==> config.mk <==
export PLATFORM = sky130hd
export DESIGN_NAME = time_uart_sender_flat
export DESIGN_NICKNAME = d
export VERILOG_FILES = /design/src/rtl/time_uart_sender_if.sv /design/src/rtl/time_uart_sender.sv /design/src/flat_wrapper.sv
export SDC_FILE = /design/constraint.sdc
export NUM_CORES = 1
export LEC_CHECK = 0
export BUFFER_PORTS_ARGS = -buffer_cell sky130_fd_sc_hd__buf_2
export CORE_MARGIN = 3
export CORE_UTILIZATION = 51
export DETAILED_ROUTE_END_ITERATION = 8
export MAX_ROUTING_LAYER = met4
export PLACE_DENSITY = 0.84
export SYNTH_ARGS = -nofsm -noshare
export SYNTH_HDL_FRONTEND = slang
export SYNTH_SLANG_ARGS = --single-unit
==> constraint.sdc <==
create_clock -name clk -period 2.8 [get_ports clk]
set_input_delay 0.56 -clock clk [delete_from_list [all_inputs] [get_ports clk]]
set_output_delay 0.56 -clock clk [all_outputs]
set_load 0.02 [all_outputs]
==> src/rtl/time_uart_sender_if.sv <==
// Handshake and data bundle between the ASCII converters and the UART sender.
interface time_uart_sender_if;
  logic        send;
  logic [47:0] ascii_time;
  logic [23:0] ascii_weekday;
  logic        tx;
  logic        busy;
  logic        done;

  modport master (output send, ascii_time, ascii_weekday, input tx, busy, done);
  modport slave  (input send, ascii_time, ascii_weekday, output tx, busy, done);
endinterface

==> src/rtl/time_uart_sender.sv <==
// Streams "WWW HH:MM:SS\r\n" as 14 back-to-back 8N1 UART bytes per send pulse.
module time_uart_sender #(
  parameter int CLK_FREQ = 100_000_000,
  parameter int BAUD     = 115200
) (
  input  logic                clk,
  input  logic                reset_p,
  time_uart_sender_if.slave   bus
);
  localparam int DIV = CLK_FREQ / BAUD;
  localparam int BW  = (DIV > 1) ? $clog2(DIV) : 1;

  typedef enum logic [1:0] {IDLE, START, DATA, STOP} state_t;

  state_t            r_state, w_state_nxt;
  logic [BW-1:0]     r_baud, w_baud_nxt;
  logic [2:0]        r_bit, w_bit_nxt;
  logic [3:0]        r_byte, w_byte_nxt;
  logic [13:0][7:0]  r_snap;
  logic [13:0][7:0]  w_line;
  logic [7:0]        w_cur;
  logic              r_tx, r_busy, r_done;
  logic              w_tx_nxt, w_busy_nxt, w_done_nxt, w_load, w_wrap;

  // Line image built from the live inputs; byte 0 is the first one on the wire.
  assign w_line = {8'h0A, 8'h0D,
                   bus.ascii_time[7:0],   bus.ascii_time[15:8],  8'h3A,
                   bus.ascii_time[23:16], bus.ascii_time[31:24], 8'h3A,
                   bus.ascii_time[39:32], bus.ascii_time[47:40], 8'h20,
                   bus.ascii_weekday[23:16], bus.ascii_weekday[15:8],
                   bus.ascii_weekday[7:0]};
  assign w_cur  = r_snap[r_byte];
  assign w_wrap = (r_baud == BW'(DIV - 1));

  assign bus.tx   = r_tx;
  assign bus.busy = r_busy;
  assign bus.done = r_done;

  // State register.
  always_ff @(posedge clk or posedge reset_p) begin
    if (reset_p) r_state <= IDLE;
    else         r_state <= w_state_nxt;
  end

  // Next state plus next values of the registered outputs and counters.
  always_comb begin
    w_state_nxt = r_state;
    w_baud_nxt  = r_baud;
    w_bit_nxt   = r_bit;
    w_byte_nxt  = r_byte;
    w_tx_nxt    = r_tx;
    w_busy_nxt  = r_busy;
    w_done_nxt  = 1'b0;
    w_load      = 1'b0;
    if (r_state != IDLE) w_baud_nxt = w_wrap ? '0 : r_baud + 1'b1;
    case (r_state)
      IDLE: begin
        w_tx_nxt   = 1'b1;
        w_busy_nxt = 1'b0;
        if (bus.send) begin
          w_load      = 1'b1;
          w_byte_nxt  = 4'd0;
          w_bit_nxt   = 3'd0;
          w_baud_nxt  = '0;
          w_state_nxt = START;
          w_tx_nxt    = 1'b0;
          w_busy_nxt  = 1'b1;
        end
      end
      START: if (w_wrap) begin
        w_state_nxt = DATA;
        w_bit_nxt   = 3'd0;
        w_tx_nxt    = w_cur[0];
      end
      DATA: if (w_wrap) begin
        if (r_bit == 3'd7) begin
          w_state_nxt = STOP;
          w_tx_nxt    = 1'b1;
        end else begin
          w_bit_nxt = r_bit + 3'd1;
          w_tx_nxt  = w_cur[r_bit + 3'd1];
        end
      end
      STOP: if (w_wrap) begin
        if (r_byte == 4'd13) begin
          // Byte index parks at 13; it is reloaded on the next acceptance.
          w_state_nxt = IDLE;
          w_busy_nxt  = 1'b0;
          w_done_nxt  = 1'b1;
          w_tx_nxt    = 1'b1;
        end else begin
          w_state_nxt = START;
          w_byte_nxt  = r_byte + 4'd1;
          w_tx_nxt    = 1'b0;
        end
      end
      default: w_state_nxt = IDLE;
    endcase
  end

  // Counters, snapshot and registered outputs.
  always_ff @(posedge clk or posedge reset_p) begin
    if (reset_p) begin
      r_baud <= '0;
      r_bit  <= '0;
      r_byte <= '0;
      r_snap <= '0;
      r_tx   <= 1'b1;
      r_busy <= 1'b0;
      r_done <= 1'b0;
    end else begin
      r_baud <= w_baud_nxt;
      r_bit  <= w_bit_nxt;
      r_byte <= w_byte_nxt;
      r_tx   <= w_tx_nxt;
      r_busy <= w_busy_nxt;
      r_done <= w_done_nxt;
      if (w_load) r_snap <= w_line;
    end
  end
endmodule

==> src/flat_wrapper.sv <==
// flat-port wrapper written by rule: the top's interface ports become plain ports
module time_uart_sender_flat 
#(
  parameter int CLK_FREQ = 100_000_000,
  parameter int BAUD     = 115200
)
  (clk, reset_p, bus_send, bus_ascii_time, bus_ascii_weekday, bus_tx, bus_busy, bus_done);
  time_uart_sender_if bus_i ();
  input  logic clk;
  input  logic reset_p;
  input wire logic [$bits(bus_i.send)-1:0] bus_send;
  input wire logic [$bits(bus_i.ascii_time)-1:0] bus_ascii_time;
  input wire logic [$bits(bus_i.ascii_weekday)-1:0] bus_ascii_weekday;
  output wire logic [$bits(bus_i.tx)-1:0] bus_tx;
  output wire logic [$bits(bus_i.busy)-1:0] bus_busy;
  output wire logic [$bits(bus_i.done)-1:0] bus_done;
  assign bus_i.send = bus_send;
  assign bus_i.ascii_time = bus_ascii_time;
  assign bus_i.ascii_weekday = bus_ascii_weekday;
  assign bus_tx = bus_i.tx;
  assign bus_busy = bus_i.busy;
  assign bus_done = bus_i.done;
  time_uart_sender #(.CLK_FREQ(CLK_FREQ), .BAUD(BAUD)) u_core (.clk(clk), .reset_p(reset_p), .bus(bus_i));
endmodule
==> impl_metrics.yaml, run 1 <==
critical_path:
  crit_path_end_kind: "flip-flop"
  cp_max_fo: 21
  reg2reg_from: "u_core.r_byte[1]"
  crit_path_top_delay_cell: "dfrtp_1"
  reg2reg_depth: 8
  r2r_slack_ns: 0.49
  path_cells: "buf_4, buf_4, nand2b_1, o221ai_1, a21oi_1, o21ai_0, a32oi_1, nand4_1"
  worstReg2RegEnd: "u_core.bus.tx"
  path_common_cell: "buf_4"
  crit_buf_inv: 2
  crit_family: "flip-flops"
  start_kind: "flip-flop"
  worstSetupPathType: "flip-flop to flip-flop"
  arrival_ns: 2.59
  cpPeakStageDelay_ns: 0.74
  cp.required_ns: 3.09
global_route:
  grt-ovfl-total: 0
  grt.total_usage_pct: 20.94
  grt_pass1_vias: 3698
  grt_pass1_wl_mm: 17.85
  grt_max_degree: 47
  antenna_found_initial: 0
power_and_ir_drop:
  seq_power_share_pct: 42.6
  leakage_nw: 2.434
  power_frac_clock_pct: 15.9
  internal_power_mw: 3.665
  p_comb_share_pct: 41.5
  sw_frac_of_total_pct: 35.53
  ir_worst_vdd_uv: 464.8
  power_switching_mw: 2.020
  cellPowerDensity_mw_per_mm2: 1009
routing:
  ant_nets: 0
  drt-pass1-iter-count: 4
  drc: 0
  vias: 3636
  drt-total-wl_mm: 10.70
  wl_per_cell_um: 16.96
  routed_via_density: 5.762
  drtIter0Drc: 198
run_status:
  outcome: "complete, no violations"
synth:
  avgSynthCellArea_um2: 11.56
  ys_types: 58
  yosysMostFrequentCell: "dfrtp_1"
  dominantRegCellSynth: "dfrtp_1"
  synthArstFlopShare_pct: 100.0
  synth_edf_count: 0
  ys_ff_latch: 95
  synthesis.nets: 511
  synth_warnings: 0
  synth_common_cells: "94 x dfrtp_1, 82 x mux2_2, 28 x nand2_1, 27 x o21ai_0, 20 x mux2i_1"
  synth_top_area_share_pct: 47.64
  netlist_instances: 427
  ys_seq_area_share_pct: 48.18
  yosys-top-cells-area: "dfrtp_1 48%, mux2_2 19%, mux2i_1 4.1%"
  synth_area_mm2: 0.004937
  yosysTopAreaCell: "dfrtp_1"
floorplan:
  initial_core_util_pct: 52.93
  io_pins: 78
  fp.dieH_um: 104.4
  die_area_mm2: 0.01090
  row_count: 35
  core_area_mm2: 0.009328
  die_w_um: 104.4
clocking:
  clock_sinks: 95
  clock_path_buffers: 2
  cts_tree: "done"
  insertion_delay_ns: 0.36
  cts-resized-gates: 0
  postCtsHoldBufs: 0
  cts_setup_buffers: 0
  cts_buffers: 9
  htreeDepth: 3
  cts_root_buf: "clkbuf_8"
  cts.clk_slew.worst_paths_ns: 0.09
sta:
  min_period_ns: 2.305
  tightestPinTransition_ns: 0.7344
  post-route-period-util_pct: 82.33
  fin_skew_ns: 0.006867
  tns_ns: 0
  holdWs_ns: 0.2520
  finalMaxSlewViolations: 0
  final_hold_viol_count: 0
  setup_viol: 0
  fmax_mhz: 433.8
  maxSlewHeadroom_pct: 51.04
  rsz0062_at_grt: "no"
placed_design:
  portBuffers: 77
  routabilityCongestion: 0.9111
  hpwl_mm: 7.854
finish:
  drive_gt1_share_pct: 38.84
  seqCellArea_mm2: 0.002379
  final_nets: 581
  n_antenna_cell: 0
  fillers: 758
  multiInputGateArea_mm2: 0.002359
  area_growth_syn_to_layout_pct: 14.14
job:
  max-cap-violations: 0
worst_hold_path:
  holdCritPathClass: "primary input to asynchronous set/reset pin"
## stage by stage
stage          util [%]  area [um2]  std cells  setup slack [ns]  power, mW
2_1_floorplan         -        4941        427            0.9779      4.224
3_3_place_gp      58.27        5435        615            0.6295      4.656
3_5_place_dp      58.27        5435        615            0.5599      4.790
4_1_cts           60.42        5635        631            0.5281      5.717
5_1_grt           60.42        5635        631            0.2935      6.083
6_report          60.42        5635        631            0.4947      5.684
## worst max path at each step
stage / from / end / cells past startpoint
finish: u_core.r_byte[1] / u_core.bus.tx / 8
global placement: u_core.r_byte[1] / u_core.bus.tx / 7
floorplan: u_core.r_state[0] / u_core.r_snap[33] / 6
CTS: u_core.r_byte[1] / u_core.bus.tx / 8
global route: u_core.r_byte[1] / u_core.bus.tx / 8
detailed placement: u_core.r_byte[1] / u_core.bus.tx / 8
## worst register-to-register path, stage by stage (launching register included)
cell	delay, ns
dfrtp_1	0.74
buf_4	0.39
buf_4	0.20
nand2b_1	0.16
o221ai_1	0.15
a21oi_1	0.17
o21ai_0	0.12
a32oi_1	0.18
nand4_1	0.11
## power groups by stage
stage | clock network, mW | registers (mW) | logic (mW)
floorplan | 0 | 2.26 | 1.96
global placement | 0 | 2.40 | 2.25
detailed placement | 0 | 2.44 | 2.35
CTS | 0.930 | 2.42 | 2.37
global route | 0.988 | 2.50 | 2.60
finish | 0.906 | 2.42 | 2.36
## kinds of logic after synthesis
family | Yosys count | synth area share [%]
mux | 104 | 23.67
simple gates | 96 | 10.67
flops | 95 | 48.18
compound gates | 78 | 10.75
buf+inv | 43 | 4.105
fa+ha+maj | 9 | 2.281
xor+xnor | 2 | 0.3549
## area by class of cell
cell class,instances,area share [%]
Inverter,14,0.9991
Timing Repair Buffer,88,8.526
Tap cell,129,2.864
Clock inverter,4,0.9769
Clock buffer,12,2.575
Multi-Input combinational cell,289,41.85
Sequential cell,95,42.21
## cell usage in the layout (no fill, tap or decap), types with 3 or more instances in the layout
| cell type | count |
|---|---|
| nor3b_1 | 3 |
| nor3_1 | 6 |
| nor2b_1 | 7 |
| o41ai_1 | 3 |
| mux2i_1 | 20 |
| nand3_1 | 10 |
| mux2_2 | 82 |
| a21oi_1 | 13 |
| and3_1 | 3 |
| nor2_1 | 13 |
| buf_4 | 10 |
| clkbuf_8 | 10 |
| inv_1 | 13 |
| ha_1 | 9 |
| dfrtp_1 | 94 |
| o221ai_1 | 4 |
| nand2b_1 | 7 |
| buf_2 | 77 |
| nand4_1 | 4 |
| o31ai_1 | 3 |
| o21ai_0 | 27 |
| nand3b_1 | 4 |
| a31oi_1 | 4 |
| nand2_1 | 27 |
## state kept, by name, indices dropped and copies added, names as in the netlist
signal and cells:
u_core.r_byte 4, u_core.bus.done 1, u_core.bus.busy 1, u_core.bus.tx 1
u_core.r_bit 3, u_core.r_baud 10, u_core.r_state 2, u_core.r_snap 73
## metal layers
| metal | global-route usage (%) | vias to the layer above | share of wire [%] | wire length [um] |
|---|---|---|---|---|
| li1 | - | 1700 | - | - |
| met1 | 26.87 | 1775 | 43 | 4604 |
| met2 | 33.39 | 139 | 48 | 5182 |
| met3 | 3.973 | 22 | 6.4 | 683 |
| met4 | 7.312 | 0 | 2.2 | 233 |
| met5 | - | - | 0 | 0 |
No activity file was read; power rests on OpenSTA's default activity.
==> run 2: changes to the inputs <==
==> constraint.sdc (replaced) <==
create_clock -name clk -period 2.1 [get_ports clk]
set_input_delay 0.42 -clock clk [delete_from_list [all_inputs] [get_ports clk]]
set_output_delay 0.42 -clock clk [all_outputs]
set_load 0.02 [all_outputs]
==> run 2 against run 1 <==
  * Via count decreased by 0.22%
  * Largest cell class unchanged
  * Final cell count is 1.1% higher
  * Critical path type unchanged
  * Routed wire length increased by 0.82%
==> impl_metrics.yaml, run 2 (synthesis gave the netlist of run 1 again) <==
finish:
  top_register: "u_core.r_snap"
  final_cell_mix: "93 x dfrtp_1, 82 x mux2_2, 77 x buf_2"
  fillers: 765
  final_cell_area_mm2: 0.005728
  final_util_pct: 61.41
  final_common_cell: "dfrtp_1"
  largest_reg_flops: 73
  drive_gt1_share_pct: 40.47
  n_antenna_cell: 0
  largest_registers: "u_core.r_snap x73, u_core.r_baud x10, u_core.r_byte x4"
  final_nets: 588
  area_growth_syn_to_layout_pct: 16.02
global_route:
  grt-ovfl-total: 0
  grt.total_usage_pct: 20.78
  grt_max_degree: 96
  grt_pass1_wl_mm: 18.08
  antenna_found_initial: 0
  grt_pass1_vias: 3824
sta:
  rsz0062_at_grt: "yes"
  tightestPinTransition_ns: 0.6116
  tns_ns: 0
  min_period_ns: 1.994
  final_hold_viol_count: 0
  holdWs_ns: 0.1832
  setup_viol: 0
  post-route-period-util_pct: 94.97
  fin_skew_ns: 0.008417
  finalMaxSlewViolations: 0
  fmax_mhz: 501.4
  maxSlewHeadroom_pct: 59.04
critical_path:
  cp.required_ns: 2.34
  crit_path_end_kind: "flip-flop"
  arrival_ns: 2.24
  cp-startpoint: "u_core.r_baud[0]"
  reg2reg_depth: 7
  cp_max_fo: 9
  start_kind: "flip-flop"
  worstSetupPathType: "flip-flop to flip-flop"
  reg2reg_from: "u_core.r_baud[0]"
  worstReg2RegEnd: "u_core.r_bit[0]"
  r2r_slack_ns: 0.11
floorplan:
  row_count: 35
  fp.dieH_um: 104.4
  io_pins: 78
  core_area_mm2: 0.009328
  die_w_um: 104.4
  die_area_mm2: 0.01090
  initial_core_util_pct: 52.93
routing:
  drt-pass1-iter-count: 4
  wl_per_cell_um: 16.91
  drt-total-wl_mm: 10.79
  drtIter0Drc: 184
  vias: 3628
  ant_nets: 0
  routed_via_density: 5.687
  drc: 0
placed_design:
  hpwl_mm: 7.923
  portBuffers: 77
  routabilityCongestion: 0.9071
  dpl-instance-area_mm2: 0.005525
clocking:
  postCtsHoldBufs: 0
  cts_tree: "done"
  cts.clk_slew.worst_paths_ns: 0.09
  clock_sinks: 95
  clock_path_buffers: 2
  cts_root_buf: "clkbuf_8"
  cts_buffers: 9
  insertion_delay_ns: 0.36
  htreeDepth: 3
power_and_ir_drop:
  cellPowerDensity_mw_per_mm2: 1330
  power_frac_clock_pct: 14.7
  sw_frac_of_total_pct: 36.15
  ir_worst_vdd_uv: 570.0
  p_comb_share_pct: 43.5
  leakage_nw: 2.483
  internal_power_mw: 4.864
  fin_total_pwr_mw: 7.619
  power_switching_mw: 2.754
  seq_power_share_pct: 41.8
worst_hold_path:
  holdCritPathClass: "primary input to asynchronous set/reset pin"
run_status:
  outcome: "complete, no violations"
job:
  max-cap-violations: 0
-- run 2: area by class of cell --
type | instances | area (um2) | area share, %
inverters | 14 | 56.30 | 0.9830
flip-flops and latches | 95 | 2380 | 41.55
repair buffers | 95 | 570.5 | 9.961
multi-input cells | 289 | 2377 | 41.50
clock inverters | 5 | 41.29 | 0.7208
clock buffers | 11 | 141.4 | 2.468
well taps | 129 | 161.4 | 2.818
-- run 2: power by group through the flow --
stage | clock network, mW | registers, mW | logic, mW
finish | 1.12 | 3.18 | 3.32
global route | 1.22 | 3.28 | 3.63
CTS | 1.15 | 3.18 | 3.31
detailed placement | 0 | 3.21 | 3.30
global placement | 0 | 3.15 | 3.17
floorplan | 0 | 3.02 | 2.62
-- run 2: how the worst max path moves through the flow --
stage / end / slack (ns) / depth (start not counted)
3_3_place_gp: u_core.r_bit[0] / 0.16 / 7
5_1_grt: u_core.r_bit[0] / -0.05 / 7
3_5_place_dp: u_core.r_bit[0] / 0.04 / 5
2_1_floorplan: u_core.r_snap[33] / 0.28 / 6
6_report: u_core.r_bit[0] / 0.11 / 7
4_1_cts: u_core.r_bit[0] / 0.04 / 5
-- run 2: repair_timing --
item / in CTS / in global routing
buffers inserted: 0 / 0
resized for setup: 0 / 5
endpoints found under the setup margin: 0 / 10
hold endpoints to repair: 0 / 0
-- run 2: worst max-delay path: stages (launching register included) --
cell and delay (ns):
dfrtp_1 0.40, ha_2 0.22, and4bb_2 0.26, nand4_4 0.17, a21oi_1 0.18, nor2_1 0.08
nor3_4 0.20, mux2_2 0.37
-- run 2: layer usage --
layer  track usage [%]  wire, um  vias to the layer above
met3             4.097       577                       12
met2             33.03      5361                      112
met5                 -         0                        -
met4             5.698       123                        0
met1             27.34      4728                     1788
li1                  -         -                     1716
-- run 2: per-stage QoR --
stage               worst slack (ns)  instances
floorplan                     0.2779        427
global placement              0.1630        622
detailed placement           0.04307        622
CTS                          0.03624        638
global route                -0.05236        638
finish                        0.1056        638
